$ cat config.mk
export PLATFORM = sky130hd
export DESIGN_NAME = game_state_controller
export DESIGN_NICKNAME = d
export VERILOG_FILES = /design/src/rtl/game_state_controller.sv
export SDC_FILE = /design/constraint.sdc
export NUM_CORES = 1
export LEC_CHECK = 0
export BUFFER_PORTS_ARGS = -buffer_cell sky130_fd_sc_hd__buf_2
export CAP_MARGIN = 5
export CORE_MARGIN = 3
export CORE_UTILIZATION = 53
export DETAILED_ROUTE_END_ITERATION = 10
export PLACE_DENSITY = 0.83
export SLEW_MARGIN = 40
export SYNTH_ARGS = -nofsm -noshare
export SYNTH_HDL_FRONTEND = slang
export SYNTH_SLANG_ARGS = --single-unit
$ cat constraint.sdc
create_clock -name CLK -period 2.4 [get_ports CLK]
set_input_delay 0.36 -clock CLK [delete_from_list [all_inputs] [get_ports CLK]]
set_output_delay 0.36 -clock CLK [all_outputs]
set_load 0.02 [all_outputs]
$ cat src/rtl/game_state_controller.sv
// game_state_controller: snake game master FSM covering start, play, pause, respawn, loss and win, plus score and lives tracking.
// Optional macro GAME_HIGH_SCORE_EN adds a HIGH_SCORE output holding the best final score seen since reset.
//
// state   | meaning
// START   | idle, waiting for a BTNC press to begin a game
// PLAY    | snake moving; collisions, food and pause are processed
// PAUSE   | frozen; BTNU or BTNC press resumes
// RESPAWN | life lost; timed delay before play resumes
// LOSS    | out of lives; BTNC press returns to START
// WIN     | TARGET_SCORE reached; BTNC press returns to START
module game_state_controller #(
   parameter int LIVES_INIT     = 3,
   parameter int LIVES_W        = 4,
   parameter int SCORE_W        = 8,
   parameter int TARGET_SCORE   = 10,
   parameter int RESPAWN_CYCLES = 50000000
) (
   input  logic               CLK,
   input  logic               RESET,
   input  logic               BTNC,
   input  logic               BTNU,
   input  logic               LOST,
   input  logic               SCORE_EVENT,
   output logic [2:0]         MSM_STATE,
   output logic [SCORE_W-1:0] SCORE,
   output logic [LIVES_W-1:0] LIVES,
   output logic               GAME_ACTIVE,
`ifdef GAME_HIGH_SCORE_EN
   output logic [SCORE_W-1:0] HIGH_SCORE,
`endif
   output logic               STATE_CHANGE
);

   localparam int CNT_W = (RESPAWN_CYCLES > 2) ? $clog2(RESPAWN_CYCLES) : 1;

   typedef enum logic [2:0] {
      S_START   = 3'd0,
      S_PLAY    = 3'd1,
      S_PAUSE   = 3'd2,
      S_RESPAWN = 3'd3,
      S_LOSS    = 3'd4,
      S_WIN     = 3'd5
   } state_t;

   state_t             state_q, state_d;
   logic [SCORE_W-1:0] score_q, score_d, score_inc;
   logic [LIVES_W-1:0] lives_q, lives_d;
   logic [CNT_W-1:0]   cnt_q, cnt_d;
   logic               btnc_q, btnu_q;
   logic               btnc_press, btnu_press;
   logic               state_change_q;
`ifdef GAME_HIGH_SCORE_EN
   logic [SCORE_W-1:0] high_score_q, high_score_d;
`endif

   assign btnc_press = BTNC & ~btnc_q;
   assign btnu_press = BTNU & ~btnu_q;
   assign score_inc  = score_q + SCORE_W'(1);

   always_ff @(posedge CLK) begin
      if (RESET) begin
         state_q        <= S_START;
         score_q        <= '0;
         lives_q        <= LIVES_W'(LIVES_INIT);
         cnt_q          <= '0;
         btnc_q         <= 1'b0;
         btnu_q         <= 1'b0;
         state_change_q <= 1'b0;
`ifdef GAME_HIGH_SCORE_EN
         high_score_q   <= '0;
`endif
      end else begin
         state_q        <= state_d;
         score_q        <= score_d;
         lives_q        <= lives_d;
         cnt_q          <= cnt_d;
         btnc_q         <= BTNC;
         btnu_q         <= BTNU;
         state_change_q <= (state_d != state_q);
`ifdef GAME_HIGH_SCORE_EN
         high_score_q   <= high_score_d;
`endif
      end
   end

   always_comb begin
      state_d = state_q;
      score_d = score_q;
      lives_d = lives_q;
      cnt_d   = cnt_q;
      case (state_q)
         S_START: begin
            if (btnc_press) begin
               state_d = S_PLAY;
               score_d = '0;
               lives_d = LIVES_W'(LIVES_INIT);
            end
         end
         S_PLAY: begin
            // LOST outranks food, food outranks the pause button
            if (LOST) begin
               if (lives_q <= LIVES_W'(1)) begin
                  state_d = S_LOSS;
                  lives_d = '0;
               end else begin
                  state_d = S_RESPAWN;
                  lives_d = lives_q - LIVES_W'(1);
                  cnt_d   = CNT_W'(RESPAWN_CYCLES - 1);
               end
            end else if (SCORE_EVENT) begin
               if (score_q < SCORE_W'(TARGET_SCORE)) begin
                  score_d = score_inc;
                  if (score_inc == SCORE_W'(TARGET_SCORE))
                     state_d = S_WIN;
               end
            end else if (btnu_press) begin
               state_d = S_PAUSE;
            end
         end
         S_PAUSE: begin
            if (btnu_press || btnc_press)
               state_d = S_PLAY;
         end
         S_RESPAWN: begin
            if (cnt_q == '0)
               state_d = S_PLAY;
            else
               cnt_d = cnt_q - CNT_W'(1);
         end
         S_LOSS, S_WIN: begin
            if (btnc_press)
               state_d = S_START;
         end
         default: state_d = S_START;
      endcase
   end

`ifdef GAME_HIGH_SCORE_EN
   always_comb begin
      high_score_d = high_score_q;
      if (state_q == S_PLAY && (state_d == S_LOSS || state_d == S_WIN) &&
          score_d > high_score_q)
         high_score_d = score_d;
   end
`endif

   always_comb begin
      MSM_STATE    = state_q;
      SCORE        = score_q;
      LIVES        = lives_q;
      GAME_ACTIVE  = (state_q == S_PLAY);
      STATE_CHANGE = state_change_q;
`ifdef GAME_HIGH_SCORE_EN
      HIGH_SCORE   = high_score_q;
`endif
   end

endmodule

==> flow_summary_export.csv <==
group,metric,value,unit
detailed_routing,via_count,2267,
synth,synthArstFlopShare,0,
sta,hold_viol_final,0,
flow_run,drv_cap,0,
layout,fin_area,2726,um^2
cts,clk_path_buf_depth,2,
layout,nets,327,
synth,synth_cell_types,48,
setup_path,crit_top_cell,"or4_1",
setup_path,critPathMaxStageDelay,0.54,ns
detailed_routing,drtIter0Drc,133,
run_status,status,"finished, final reports clean",
sta,finalClockSkew,0.005632,ns
floorplanning,die_h,72.69,um
sta,rsz0062_at_grt,"false",
pwr,p_sw,0.5839,mW
detailed_routing,first_pass_iters,4,
detailed_routing,drt_drc_violations_left,0,
sta,finalCritPeriodShare,0.9745,
detailed_routing,wl,5631,um
sta,timing.fmax,427.6,MHz
place,portBuffers,22,
sta,final.min_clock_period,2.339,ns
pwr,p_clk_frac,0.296,
cts,holdBufCountCts,0,
detailed_routing,routedWlPerCell,15.34,um
setup_path,critPathKind,"flop to flop",
cts,cts_tree,"built",
place,placed_area,2600,um^2
synth,ys.flop_type,"dfxtp_1",
layout,diodes,0,
sta,fin_tns_setup,0,ns
sta,tightest_slew,0.5569,ns
synth,synth-edff-count,0,
floorplanning,die-area,5284,um^2
floorplanning,floorplan.initialDensity,0.5688,
pwr,power.density,697.9,nW/um^2
place,place_congestion,0.8468,
cts,post_cts_buffers,0,
setup_path,path_buf_inv,0,
cts,h-tree-depth,2,
sta,final-setup-viol-count,0,
detailed_routing,postRouteAntennaNets,0,
setup_path,worstPathRequired,2.64,ns
setup_path,crit_arrival,2.58,ns
floorplanning,core_area,4144,um^2
cts,clk_pin_slew,0.08,ns
floorplanning,fp-row-count,23,
global_route,grt_pass1_wl,9453,um
synth,syn-num-nets,294,
setup_path,cp-start-kind,"flop",
cts,clockRootBuffer,"clkbuf_8",
synth,seq_area_frac_synth,0.3737,
layout,syn_to_final_growth,15.66,%
pwr,p_int,1.319,mW
detailed_routing,viasPerCell,6.177,
setup_path,critical_path.top_delay_family,"simple AND/OR/NAND/NOR gates",
synth,synth_area,2357,um^2
synth,synth_seq_cells,44,
sta,relSlewSlack,0.6279,
cts,insertion_delay,0.30,ns
pwr,total_power,1.903,mW
pwr,ir_worst_vdd,357.0,uV
pwr,combPwrFrac,0.272,
synth,syn_area_per_cell,8.330,um^2
pwr,p_leak,1.074,nW
global_route,grt_antenna_before_repair,0,
hold_path,hold_path.class,"input pin to flop",
global_route,grt_pass1_vias,2034,
setup_path,end_kind,"flop",
place,place_hpwl,4041,um
setup_path,path_max_fanout,5,
setup_path,path_cells,"or4_4 > or3_4 > or4_1 > or4_1 > a21boi_1",
pwr,p_seq_frac,0.433,
layout,layout-drive-gt1-share,0.2050,
layout,final_util,0.6579,
synth,synthCells,283,
floorplanning,die_width,72.69,um
cts,clock-sinks,44,
sta,maxSlewViolCount,0,
pwr,p_sw_frac,0.3069,
global_route,grt_usage,0.2217,
global_route,grt_start_max_net_pins,21,
global_route,grt-ovfl-total,0,
cts,cts_made_buffers,5,
floorplanning,io_pins,23,
synth,yosys_warnings,0,
setup_path,critPathSlowestCell,"or4_4",
-- synthesized netlist by cell type (3+ instances only) --
cell type / count / share of area
dfxtp_1: 44 / 0.37
nor2_1: 25 / 0.040
nand2_1: 19 / 0.030
a31oi_1: 15 / 0.040
o31ai_1: 15 / 0.048
or4_1: 15 / 0.048
a21oi_1: 13 / 0.028
or3_1: 11 / 0.029
nor4_1: 9 / 0.024
o21ai_0: 9 / 0.019
clkbuf_1: 8 / 0.013
inv_1: 7 / 0.011
nand3_1: 7 / 0.015
nor2b_1: 7 / 0.019
nor3_1: 7 / 0.015
a21boi_0: 6 / 0.019
ha_1: 5 / 0.027
and2_1: 4 / 0.011
and3_1: 4 / 0.011
buf_2: 4 / 0.0085
mux2i_1: 4 / 0.017
nand2b_1: 4 / 0.011
or2_2: 4 / 0.011
o21a_1: 3 / 0.0096
or4_2: 3 / 0.011
-- power by group through the flow --
| stage | clock network (mW) | registers (mW) | logic [mW] |
|---|---|---|---|
| floorplan | 0 | 0.836 | 0.344 |
| global placement | 0 | 0.836 | 0.483 |
| detailed placement | 0 | 0.838 | 0.500 |
| CTS | 0.576 | 0.822 | 0.506 |
| global route | 0.606 | 0.832 | 0.578 |
| finish | 0.562 | 0.824 | 0.517 |
-- layer usage --
layer | up-vias | global-route usage | share of wire
met5 | - | 0 | 0
li1 | 1141 | - | -
met2 | 60 | 0.3507 | 0.47
met1 | 1058 | 0.3089 | 0.47
met3 | 8 | 0.03857 | 0.050
met4 | 0 | 0.06557 | 0.011
-- layout by cell type (no fill, tap or decap), types with 3 or more instances in the layout --
cell / instances
clkbuf_8: 5
dfxtp_1: 41
dfxtp_2: 3
ha_1: 5
or4_1: 14
a31oi_1: 15
or3_1: 11
o21a_1: 3
nand2_1: 19
buf_2: 22
mux2i_1: 4
nor2_1: 25
or2_2: 4
o31ai_1: 15
buf_4: 17
o21ai_0: 9
nor3_1: 6
nor2b_1: 7
and3_1: 4
nor4_1: 9
and2_1: 4
a21boi_0: 5
nand3_1: 7
inv_1: 7
nand2b_1: 4
or4_2: 3
a21oi_1: 13
-- path summary, 6_finish.rpt --
kind | startpoint | endpoint | slack [ns] | cells after the start
max | cnt_q[7]$_SDFFE_PP0P_ | cnt_q[18]$_SDFFE_PP0P_ | 0.06 | 5
max reg2reg | cnt_q[7]$_SDFFE_PP0P_ | cnt_q[18]$_SDFFE_PP0P_ | 0.06 | 5
min | BTNU | btnu_q$_SDFF_PP0_ | 0.29 | 2
min reg2reg | cnt_q[18]$_SDFFE_PP0P_ | cnt_q[18]$_SDFFE_PP0P_ | 0.48 | 2
-- area by class of cell --
type / count / area, um^2
Fill cell: 354 / 1418
Multi-Input combinational cell: 219 / 1408
Sequential cell: 44 / 884.6
Timing Repair Buffer: 39 / 237.7
Clock buffer: 6 / 72.57
Tap cell: 50 / 62.56
Clock inverter: 2 / 35.03
Inverter: 7 / 26.28
-- cells by family (layout without fill, tap and decap cells) --
kind of cell,count (synthesis),in the layout,synth area share
fa+ha+maj,5,5,0.02654
mux,4,4,0.01699
simple gates,136,136,0.3370
flops,44,44,0.3737
buf+inv,20,54,0.03557
compound gates,73,73,0.2065
xor+xnor,1,1,0.003716
-- flip-flops by register name (all words and copies together) (netlist names) --
signal	cells
SCORE	8
STATE_CHANGE	1
btnu_q	1
MSM_STATE	3
btnc_q	1
cnt_q	26
LIVES	4
-- stage by stage --
step,setup WS [ns],cells,hold WS (ns)
after detailed placement,0.01650,359,0.4627
after global routing,0.006134,367,0.3128
after global placement,0.09376,359,0.4590
after CTS,0.05462,367,0.2819
final,0.06115,367,0.2853
after floorplan,0.03112,283,0.4431
-- repair_timing --
action,4_1_cts,5_1_grt
hold endpoints to repair,0,0
endpoints found under the setup margin,1,5
gates resized for setup,1,6
Note: power is estimated with default switching activity, not from simulation.
